==> config.mk <==
export PLATFORM = sky130hd
export DESIGN_NAME = param_proc_core
export DESIGN_NICKNAME = d
export VERILOG_FILES = /design/src/rtl/param_proc_pkg.sv /design/src/rtl/seq_divider.sv /design/src/rtl/param_proc_core.sv
export SDC_FILE = /design/constraint.sdc
export NUM_CORES = 1
export LEC_CHECK = 0
export ABC_AREA = 1
export ABC_CLOCK_PERIOD_IN_PS = 7000
export CAP_MARGIN = 5
export CORE_ASPECT_RATIO = 0.8
export CORE_MARGIN = 4
export CORE_UTILIZATION = 50
export CTS_CLUSTER_SIZE = 8
export DETAILED_ROUTE_END_ITERATION = 6
export PLACE_DENSITY = 0.75
export SLEW_MARGIN = 25
export SYNTH_ARGS = -nofsm -noshare
export SYNTH_HDL_FRONTEND = slang
export SYNTH_SLANG_ARGS = --single-unit
==> constraint.sdc <==
create_clock -name clk -period 7 [get_ports clk]
set_input_delay 0.7 -clock clk [delete_from_list [all_inputs] [get_ports clk]]
set_output_delay 0.7 -clock clk [all_outputs]
set_load 0.03 [all_outputs]
==> src/rtl/param_proc_pkg.sv <==
// param_proc_pkg: opcode and FSM state enums plus flag bit positions
// shared by param_proc_core and its bench.
package param_proc_pkg;

    typedef enum logic [3:0] {
        OP_ADD = 4'd0,
        OP_SUB = 4'd1,
        OP_MUL = 4'd2,
        OP_DIV = 4'd3,
        OP_NOT = 4'd4,
        OP_AND = 4'd5,
        OP_OR  = 4'd6,
        OP_XOR = 4'd7,
        OP_SHL = 4'd8,
        OP_SHR = 4'd9,
        OP_ROR = 4'd10,
        OP_ROL = 4'd11,
        OP_LDI = 4'd12,
        OP_MOV = 4'd13,
        OP_CLR = 4'd14,
        OP_NOP = 4'd15
    } op_e;

    typedef enum logic {
        ST_IDLE    = 1'b0,
        ST_DIV_RUN = 1'b1
    } state_e;

    localparam int FLAG_Z  = 0;
    localparam int FLAG_C  = 1;
    localparam int FLAG_DZ = 2;
    localparam int NFLAGS  = 3;

endpackage

==> src/rtl/seq_divider.sv <==
// seq_divider: unsigned restoring divider, one quotient bit per cycle.
// done and quotient reflect the final step, so the caller can write back on that edge.
module seq_divider #(
    parameter int WIDTH = 8
) (
    input  logic             clk,
    input  logic             rst,
    input  logic             start,
    input  logic [WIDTH-1:0] dividend,
    input  logic [WIDTH-1:0] divisor,
    output logic             busy,
    output logic             done,
    output logic [WIDTH-1:0] quotient
);
    localparam int CNT_W = $clog2(WIDTH + 1);

    logic [WIDTH-1:0] rem_q, rem_d, quo_q, quo_d, dvs_q, dvs_d;
    logic [CNT_W-1:0] cnt_q, cnt_d;
    logic             busy_q, busy_d;
    logic [WIDTH:0]   shifted, trial;
    logic [WIDTH-1:0] step_rem, step_quo;

    always_comb begin
        // One extra bit on the trial subtraction: its MSB is the borrow.
        shifted  = {rem_q, quo_q[WIDTH-1]};
        trial    = shifted - {1'b0, dvs_q};
        step_quo = {quo_q[WIDTH-2:0], ~trial[WIDTH]};
        step_rem = trial[WIDTH] ? shifted[WIDTH-1:0] : trial[WIDTH-1:0];

        rem_d  = rem_q;
        quo_d  = quo_q;
        dvs_d  = dvs_q;
        cnt_d  = cnt_q;
        busy_d = busy_q;
        if (start) begin
            rem_d  = '0;
            quo_d  = dividend;
            dvs_d  = divisor;
            cnt_d  = CNT_W'(WIDTH);
            busy_d = 1'b1;
        end else if (busy_q) begin
            rem_d  = step_rem;
            quo_d  = step_quo;
            cnt_d  = cnt_q - CNT_W'(1);
            busy_d = (cnt_q != CNT_W'(1));
        end
    end

    always_ff @(posedge clk) begin
        if (rst) begin
            rem_q  <= '0;
            quo_q  <= '0;
            dvs_q  <= '0;
            cnt_q  <= '0;
            busy_q <= 1'b0;
        end else begin
            rem_q  <= rem_d;
            quo_q  <= quo_d;
            dvs_q  <= dvs_d;
            cnt_q  <= cnt_d;
            busy_q <= busy_d;
        end
    end

    assign busy     = busy_q;
    assign done     = busy_q && (cnt_q == CNT_W'(1));
    assign quotient = step_quo;

endmodule

==> src/rtl/param_proc_core.sv <==
// param_proc_core: parametrised register-file ALU processor with iterative divide.
// Optional macro PROC_CORE_ROTN_EN: ROR/ROL rotate by A[$clog2(WIDTH)-1:0] instead of 1.
module param_proc_core #(
    parameter int WIDTH = 8,
    parameter int NREGS = 4,
    parameter int SEL_W = $clog2(NREGS)
) (
    input  logic             clk,
    input  logic             rst,
    input  logic             instr_valid,
    output logic             instr_ready,
    input  logic [3:0]       instr_op,
    input  logic [SEL_W-1:0] instr_src,
    input  logic [SEL_W-1:0] instr_dst,
    input  logic [WIDTH-1:0] imm_data,
    output logic             res_valid,
    output logic [WIDTH-1:0] res_data,
    output logic             flag_z,
    output logic             flag_c,
    output logic             flag_dz,
    input  logic [SEL_W-1:0] dbg_sel,
    output logic [WIDTH-1:0] dbg_data
);
    import param_proc_pkg::*;

    logic [WIDTH-1:0]   regs_q [NREGS];
    logic [WIDTH-1:0]   regs_d [NREGS];
    logic [WIDTH-1:0]   res_data_q, res_data_d;
    logic [NFLAGS-1:0]  flags_q, flags_d;
    logic               res_valid_q, res_valid_d;
    state_e             state_q, state_d;
    logic [SEL_W-1:0]   div_dst_q, div_dst_d;

    op_e                op;
    logic [WIDTH-1:0]   op_a, op_b, alu_res;
    logic               alu_c;
    logic [WIDTH:0]     sum, diff;
    logic [2*WIDTH-1:0] prod;
    logic               div_start, div_busy, div_done;
    logic [WIDTH-1:0]   div_quo;

`ifdef PROC_CORE_ROTN_EN
    localparam int RA_W = $clog2(WIDTH);
    logic [RA_W:0]        rot_raw, rot_amt;
    logic [2*WIDTH-1:0]   rot_dbl_r, rot_dbl_l;
`endif

    assign op   = op_e'(instr_op);
    assign op_a = regs_q[instr_dst];
    assign op_b = regs_q[instr_src];

    always_comb begin
        alu_res = '0;
        alu_c   = 1'b0;
        sum     = {1'b0, op_a} + {1'b0, op_b};
        diff    = {1'b0, op_a} - {1'b0, op_b};
        prod    = {{WIDTH{1'b0}}, op_a} * {{WIDTH{1'b0}}, op_b};
`ifdef PROC_CORE_ROTN_EN
        // Fold amounts >= WIDTH back into range for non-power-of-two widths.
        rot_raw   = {1'b0, op_a[RA_W-1:0]};
        rot_amt   = (rot_raw >= (RA_W+1)'(WIDTH)) ? rot_raw - (RA_W+1)'(WIDTH) : rot_raw;
        rot_dbl_r = {op_b, op_b} >> rot_amt;
        rot_dbl_l = {op_b, op_b} << rot_amt;
`endif
        case (op)
            OP_ADD: begin alu_res = sum[WIDTH-1:0];  alu_c = sum[WIDTH];  end
            OP_SUB: begin alu_res = diff[WIDTH-1:0]; alu_c = diff[WIDTH]; end
            OP_MUL: begin alu_res = prod[WIDTH-1:0]; alu_c = |prod[2*WIDTH-1:WIDTH]; end
            OP_DIV: alu_res = '1;
            OP_NOT: alu_res = ~op_a;
            OP_AND: alu_res = op_a & op_b;
            OP_OR:  alu_res = op_a | op_b;
            OP_XOR: alu_res = op_a ^ op_b;
            OP_SHL: begin alu_res = {op_b[WIDTH-2:0], 1'b0}; alu_c = op_b[WIDTH-1]; end
            OP_SHR: begin alu_res = {1'b0, op_b[WIDTH-1:1]}; alu_c = op_b[0]; end
`ifdef PROC_CORE_ROTN_EN
            OP_ROR: begin alu_res = rot_dbl_r[WIDTH-1:0];       alu_c = (rot_amt != '0) && alu_res[WIDTH-1]; end
            OP_ROL: begin alu_res = rot_dbl_l[2*WIDTH-1:WIDTH]; alu_c = (rot_amt != '0) && alu_res[0]; end
`else
            OP_ROR: alu_res = {op_b[0], op_b[WIDTH-1:1]};
            OP_ROL: alu_res = {op_b[WIDTH-2:0], op_b[WIDTH-1]};
`endif
            OP_LDI: alu_res = imm_data;
            OP_MOV: alu_res = op_b;
            default: alu_res = '0;
        endcase
    end

    always_comb begin
        regs_d      = regs_q;
        res_data_d  = res_data_q;
        flags_d     = flags_q;
        res_valid_d = 1'b0;
        state_d     = state_q;
        div_dst_d   = div_dst_q;
        div_start   = 1'b0;
        case (state_q)
            ST_IDLE: begin
                if (instr_valid) begin
                    if (op == OP_DIV && op_b != '0) begin
                        div_start = 1'b1;
                        div_dst_d = instr_dst;
                        state_d   = ST_DIV_RUN;
                    end else if (op != OP_NOP) begin
                        if (op == OP_CLR) regs_d = '{default: '0};
                        else              regs_d[instr_dst] = alu_res;
                        res_data_d       = alu_res;
                        flags_d[FLAG_Z]  = (alu_res == '0);
                        flags_d[FLAG_C]  = alu_c;
                        flags_d[FLAG_DZ] = (op == OP_DIV);
                        res_valid_d      = 1'b1;
                    end
                end
            end
            ST_DIV_RUN: begin
                if (div_done) begin
                    regs_d[div_dst_q] = div_quo;
                    res_data_d        = div_quo;
                    flags_d[FLAG_Z]   = (div_quo == '0);
                    flags_d[FLAG_C]   = 1'b0;
                    flags_d[FLAG_DZ]  = 1'b0;
                    res_valid_d       = 1'b1;
                    state_d           = ST_IDLE;
                end else if (!div_busy) begin
                    state_d = ST_IDLE;
                end
            end
            default: state_d = ST_IDLE;
        endcase
    end

    always_ff @(posedge clk) begin
        if (rst) begin
            regs_q      <= '{default: '0};
            res_data_q  <= '0;
            flags_q     <= '0;
            res_valid_q <= 1'b0;
            state_q     <= ST_IDLE;
            div_dst_q   <= '0;
        end else begin
            regs_q      <= regs_d;
            res_data_q  <= res_data_d;
            flags_q     <= flags_d;
            res_valid_q <= res_valid_d;
            state_q     <= state_d;
            div_dst_q   <= div_dst_d;
        end
    end

    seq_divider #(.WIDTH(WIDTH)) u_div (
        .clk      (clk),
        .rst      (rst),
        .start    (div_start),
        .dividend (op_a),
        .divisor  (op_b),
        .busy     (div_busy),
        .done     (div_done),
        .quotient (div_quo)
    );

    assign instr_ready = (state_q == ST_IDLE);
    assign res_valid   = res_valid_q;
    assign res_data    = res_data_q;
    assign flag_z      = flags_q[FLAG_Z];
    assign flag_c      = flags_q[FLAG_C];
    assign flag_dz     = flags_q[FLAG_DZ];
    assign dbg_data    = regs_q[dbg_sel];

endmodule

==> results.py, run 1 <==
metrics = {
    "outcome": {
        "status": "finished, final reports clean",
    },
    "worst_setup_path": {
        "path_max_fanout": 9,
        "cp.buffers_inverters": 7,
        "cp.required_ns": 7.20,
        "reg2reg_from": "regs_q[21]$_SDFFE_PP0P_",
        "worstPathArrival_ns": 6.66,
        "worstSetupEndpointType": "register",
        "critPathTopFamily": "adder cells",
        "worst-setup-path-type": "in2reg",
        "cp-startpoint": "instr_dst[1]",
        "start_kind": "input port",
        "cpMostUsedCell": "nand2_1",
        "crit_path_top_delay_cell": "clkdlybuf4s50_1",
        "r2r_slack_ns": 1.61,
        "cpPeakStageDelay_ns": 0.68,
    },
    "power_and_ir_drop": {
        "power_mw": 1.52,
        "p_per_area_nw_per_um2": 161,
        "leakagePower_nw": 4.64,
        "max-vdd-ir-drop_uv": 143,
    },
    "synthesis": {
        "synthMostInstantiatedCell": "nand2_1",
        "synthTopCellsByArea": "dfxtp_1 18%, nand2_1 16%, ha_1 10%, fa_1 9.1%, inv_1 9.0%",
        "yosys_warnings": 0,
        "synth_top_area_share": 0.177,
        "ys.flop_type": "dfxtp_1",
        "ys_seq_area_frac": 0.177,
        "netlist_area_um2": 8570,
        "synth_seq_cells": 76,
        "netlist_top_cells_count": "371 x nand2_1, 205 x inv_1, 144 x nor2_1, 116 x a21oi_1, 85 x nand3_1",
        "synth.distinct_cells": 46,
        "syn_avg_cell_area_um2": 6.28,
        "synth_cells": 1364,
        "synth-edff-count": 0,
        "mappedNetlistNets": 1494,
        "async_flop_share": 0,
        "yosysTopAreaCell": "dfxtp_1",
    },
    "final_layout": {
        "fin_area_um2": 9440,
        "post_route_cells_drive_above_1_share": 0.0582,
        "final_nets": 1517,
        "antennaDiodeCount": 0,
        "syn_to_final_growth_pct": 10.1,
    },
    "global_route": {
        "grt_util_met2": 0.408,
        "antenna_found_initial": 0,
        "grt_usage": 0.288,
        "grt_use_met3": 0.0791,
        "grt_pass1_wl_um": 44800,
        "grt_max_degree": 53,
        "grt-busiest-layer": "met1",
        "grt.met1_usage": 0.431,
        "grt_pass1_vias": 8245,
        "grt_overflow": 0,
    },
    "placement": {
        "gp_congestion": 1.00,
        "place_ws_ns": 0.262,
        "hpwl_um": 22200,
        "place_area_um2": 9090,
        "io_buffers": 41,
    },
    "die": {
        "std_cell_rows": 42,
        "io_pins": 42,
        "initial_core_util": 0.515,
        "fp.dieH_um": 125,
        "coreArea_um2": 16700,
        "die_area_um2": 19300,
        "die_x_um": 154,
    },
    "flow_run": {
        "maxCapViolations": 0,
    },
    "sta": {
        "tightestPinTransition_ns": 0.839,
        "finalWorstSetupSlack_ns": 0.535,
        "fin_crit_sh": 0.924,
        "rsz0062_at_grt": "false",
        "fin_crit_ns": 6.47,
        "hold_slack_ns": 0.478,
        "skew_ns": 0.00417,
        "hold_viol_final": 0,
        "slew_viol_final": 0,
        "relSlewSlack": 0.439,
        "fin_tns_setup_ns": 0,
        "max_freq_ghz": 0.155,
        "setup_violations": 0,
    },
    "clocking": {
        "clockBufferDepth": 2,
        "post_cts_resized": 0,
        "cts_num_sinks": 76,
        "cts_tree": "done",
        "cts_setup_buffers": 0,
        "path_clk_slew_ns": 0.06,
        "hold_buffers": 0,
        "cts_buffers": 9,
        "clock_latency_ns": 0.34,
        "htreeDepth": 3,
        "root_buffer": "clkbuf_16",
    },
    "hold_path": {
        "hp-class": "reg2reg",
        "min_from": "flags_q[2]$_SDFFE_PP0P_",
    },
    "route": {
        "wl_um": 28500,
        "wire_per_inst_um": 17.7,
        "ant_nets": 0,
        "drt_iter0_drc": 1070,
        "post_drt_via_cell_ratio": 5.70,
        "drc": 0,
        "route.vias.total": 9196,
        "dr.pass1.iters": 6,
    },
}
==> layout make-up <==
type	instances	area, µm²
fill	1647	7220
timing repair buffer	51	485
sequential	76	1520
tap	220	275
multi-input combinational	1032	5980
clock buffer	12	256
inverter	217	825
clock inverter	4	95.1
==> tightest hold or removal path, stage by stage (launching register included) <==
cell and delay (ns):
dfxtp_1 0.31, nand2_1 0.07, a21oi_2 0.05
==> state kept, by name, summed over array words and instances (netlist names) <==
signal / count
regs_q: 32
res_data: 8
u_div.dvs_q: 8
u_div.quo_q: 8
u_div.rem_q: 8
u_div.cnt_q: 4
flags_q: 3
div_dst_q: 2
res_valid: 1
state_q: 1
u_div.busy: 1
==> per-layer routing <==
metal | part of all wire | vias up | routed length, µm
met4 | 0.027 | 0 | 766
met2 | 0.41 | 495 | 11700
met5 | 0 | - | 0
li1 | - | 4399 | -
met3 | 0.12 | 64 | 3450
met1 | 0.44 | 4238 | 12500
==> power by group <==
| part | switching [mW] | internal, mW | total (mW) | leakage, nW |
|---|---|---|---|---|
| Sequential | 0.0188 | 0.452 | 0.471 | 0.619 |
| Clock | 0.179 | 0.367 | 0.546 | 0.173 |
| Combinational | 0.343 | 0.157 | 0.500 | 3.85 |
| Total | 0.541 | 0.976 | 1.52 | 4.64 |
==> final timing paths <==
| kind | end | cells after the start |
|---|---|---|
| setup reg to reg | flags_q[1]$_SDFFE_PP0P_ | 27 |
| setup / recovery | flags_q[1]$_SDFFE_PP0P_ | 30 |
| hold / removal | flags_q[2]$_SDFFE_PP0P_ | 2 |
| hold reg to reg | flags_q[2]$_SDFFE_PP0P_ | 2 |
==> placed cells by master, fill, tap and decap left out, types with 7 or more instances in the layout <==
| cell | synthesis | final |
|---|---|---|
| a21oi_1 | 116 | 116 |
| a21oi_2 | 11 | 11 |
| a31oi_1 | 9 | 9 |
| buf_4 | 5 | 10 |
| clkbuf_16 | 0 | 9 |
| clkdlybuf4s50_1 | 0 | 41 |
| dfxtp_1 | 76 | 76 |
| fa_1 | 39 | 39 |
| ha_1 | 70 | 70 |
| inv_1 | 205 | 205 |
| inv_2 | 7 | 7 |
| nand2_1 | 371 | 371 |
| nand2_2 | 9 | 9 |
| nand2_4 | 7 | 7 |
| nand3_1 | 85 | 85 |
| nand4_1 | 15 | 15 |
| nor2_1 | 144 | 144 |
| o211ai_1 | 11 | 11 |
| o21ai_0 | 78 | 78 |
| xor2_1 | 10 | 10 |
==> logic make-up after synthesis <==
| family | Yosys count | share of synthesized area |
|---|---|---|
| adders and majority gates | 109 | 0.193 |
| buffers and inverters | 256 | 0.125 |
| DFF | 76 | 0.177 |
| and+or+nand+nor | 658 | 0.328 |
| AOI/OAI and AO/OA | 253 | 0.164 |
| xor gates and xnor gates | 12 | 0.0123 |
==> stage by stage <==
step	utilization	instances
finish	0.567	1612
global route	0.567	1612
CTS	0.567	1612
detailed placement	0.546	1596
global placement	0.546	1596
floorplan	-	1364
(Power assumes the default switching activity.)
==> inputs of run 2 (changes only) <==
- CELL_PAD_IN_SITES_DETAIL_PLACEMENT: default -> 1
- CELL_PAD_IN_SITES_GLOBAL_PLACEMENT: default -> 1
- CORE_UTILIZATION: 50 -> 44
- GPL_TIMING_DRIVEN: default -> 0
- PLACE_DENSITY: 0.75 -> default
- PLACE_DENSITY_LB_ADDON: default -> 0.1
==> results.py, run 2 (synthesis results as in run 1) <==
metrics = {
    "final_layout": {
        "largest-register": "regs_q",
        "antennaDiodeCount": 0,
        "syn_to_final_growth_pct": 11.8,
        "final_cell_mix": "371 x nand2_1, 205 x inv_1, 144 x nor2_1, 116 x a21oi_1, 85 x nand3_1",
        "layout_commonest_cell": "nand2_1",
        "fin_area_um2": 9580,
        "final_nets": 1541,
        "largest_reg_flops": 32,
        "post_route_cells_drive_above_1_share": 0.0636,
    },
    "clocking": {
        "clockBufferDepth": 2,
        "htreeDepth": 3,
        "post_cts_resized": 0,
        "cts_buffers": 9,
        "hold_buffers": 0,
        "clock_latency_ns": 0.35,
        "cts_tree": "done",
        "root_buffer": "clkbuf_16",
        "cts_setup_buffers": 0,
        "path_clk_slew_ns": 0.07,
        "cts_num_sinks": 76,
    },
    "worst_setup_path": {
        "worstSetupEndpointType": "register",
        "critPathTopFamily": "simple AND/OR/NAND/NOR gates",
        "cp.required_ns": 7.25,
        "path_max_fanout": 10,
        "worst-setup-path-type": "in2reg",
        "cpMostUsedCell": "nand2_1",
        "start_kind": "input port",
        "worstPathArrival_ns": 6.63,
        "crit_path_top_delay_cell": "nand3_1",
        "cp.buffers_inverters": 6,
        "cpPeakStageDelay_ns": 0.51,
    },
    "power_and_ir_drop": {
        "max-vdd-ir-drop_uv": 112,
        "leakagePower_nw": 4.68,
        "p_per_area_nw_per_um2": 159,
    },
    "route": {
        "ant_nets": 0,
        "drc": 0,
        "dr.pass1.iters": 5,
        "drt_iter0_drc": 947,
        "wl_um": 33500,
        "post_drt_via_cell_ratio": 5.62,
        "wire_per_inst_um": 20.0,
        "route.vias.total": 9414,
    },
    "sta": {
        "relSlewSlack": 0.434,
        "rsz0062_at_grt": "false",
        "max_freq_ghz": 0.157,
        "fin_crit_sh": 0.912,
        "tightestPinTransition_ns": 0.846,
        "finalWorstSetupSlack_ns": 0.619,
        "hold_viol_final": 0,
        "hold_slack_ns": 0.464,
        "fin_crit_ns": 6.38,
        "setup_violations": 0,
        "slew_viol_final": 0,
        "fin_tns_setup_ns": 0,
        "skew_ns": 0.00975,
    },
    "die": {
        "coreArea_um2": 19000,
        "die_area_um2": 21800,
        "std_cell_rows": 45,
        "initial_core_util": 0.450,
        "fp.dieH_um": 133,
        "io_pins": 42,
        "die_x_um": 164,
    },
    "global_route": {
        "grt_overflow": 0,
        "grt-busiest-layer": "met2",
        "grt_max_degree": 14,
        "grt_use_met3": 0.0557,
        "grt.met1_usage": 0.460,
        "grt_pass1_vias": 9398,
        "grt_usage": 0.308,
        "antenna_found_initial": 0,
        "grt_pass1_wl_um": 52600,
        "grt_util_met2": 0.469,
    },
    "flow_run": {
        "maxCapViolations": 0,
    },
    "outcome": {
        "status": "finished, final reports clean",
    },
    "placement": {
        "gp_congestion": 0.953,
        "place_ws_ns": 0.406,
        "hpwl_um": 26500,
        "place_area_um2": 9260,
        "io_buffers": 36,
    },
    "hold_path": {
        "hp-class": "reg2reg",
    },
}
[run 2: changes by cell type in the layout (fill, tap and decap cells not counted), moves of 5 or more]
cell             delta
clkdlybuf4s50_1     -5
buf_4               -5
buf_2               +7
clkbuf_1           +20
buf_6               +5
[run 2: worst reg2reg max path, delay by kind of cell, from the launching register on]
| family | cells | cell delay [ns] |
|---|---|---|
| AND/OR/NAND/NOR | 11 | 2.18 |
| AO/OA/AOI/OAI | 2 | 0.38 |
| buffers and inverters | 5 | 0.35 |
| flip-flops | 1 | 0.38 |
| XOR/XNOR | 1 | 0.23 |
| adder cells (fa/ha/maj) | 6 | 2.25 |
[run 2: per-layer routing]
layer | vias to the layer above | share of wire | routed length, µm
met5 | - | 0 | 0
met4 | 0 | 0.016 | 531
li1 | 4437 | - | -
met2 | 372 | 0.43 | 14500
met1 | 4557 | 0.47 | 15600
met3 | 48 | 0.086 | 2890
[run 2: cell type report]
| class | count | area (µm²) |
|---|---|---|
| Buffer | 39 | 244 |
| Clock buffer | 11 | 243 |
| Clock inverter | 5 | 85.1 |
| Fill cell | 2705 | 9450 |
| Inverter | 217 | 825 |
| Multi-Input combinational cell | 1032 | 5980 |
| Sequential cell | 76 | 1520 |
| Tap cell | 258 | 323 |
| Timing Repair Buffer | 36 | 360 |
[run 2: where the power goes]
| group | internal [mW] | switching [mW] | leakage (nW) | total (mW) |
|---|---|---|---|---|
| registers | 0.452 | 0.0181 | 0.619 | 0.470 |
| logic | 0.159 | 0.368 | 3.91 | 0.528 |
| clock network | 0.324 | 0.202 | 0.156 | 0.526 |
[run 2: through the flow]
stage	std cells	power [mW]	utilization
after floorplan	1364	0.814	-
after global placement	1658	0.978	0.486
after detailed placement	1658	0.995	0.486
after CTS	1674	1.51	0.504
after global routing	1674	1.60	0.504
final	1674	1.52	0.504
[run 2: path summary, 6_finish.rpt]
path	start	to	slack (ns)	cells after the start
setup reg to reg	regs_q[10]$_SDFFE_PP0P_	regs_q[7]$_SDFFE_PP0P_	1.11	25
hold / removal	flags_q[1]$_SDFFE_PP0P_	flags_q[1]$_SDFFE_PP0P_	0.46	2
setup / recovery	instr_dst[0]	regs_q[7]$_SDFFE_PP0P_	0.62	27
hold reg to reg	flags_q[1]$_SDFFE_PP0P_	flags_q[1]$_SDFFE_PP0P_	0.46	2
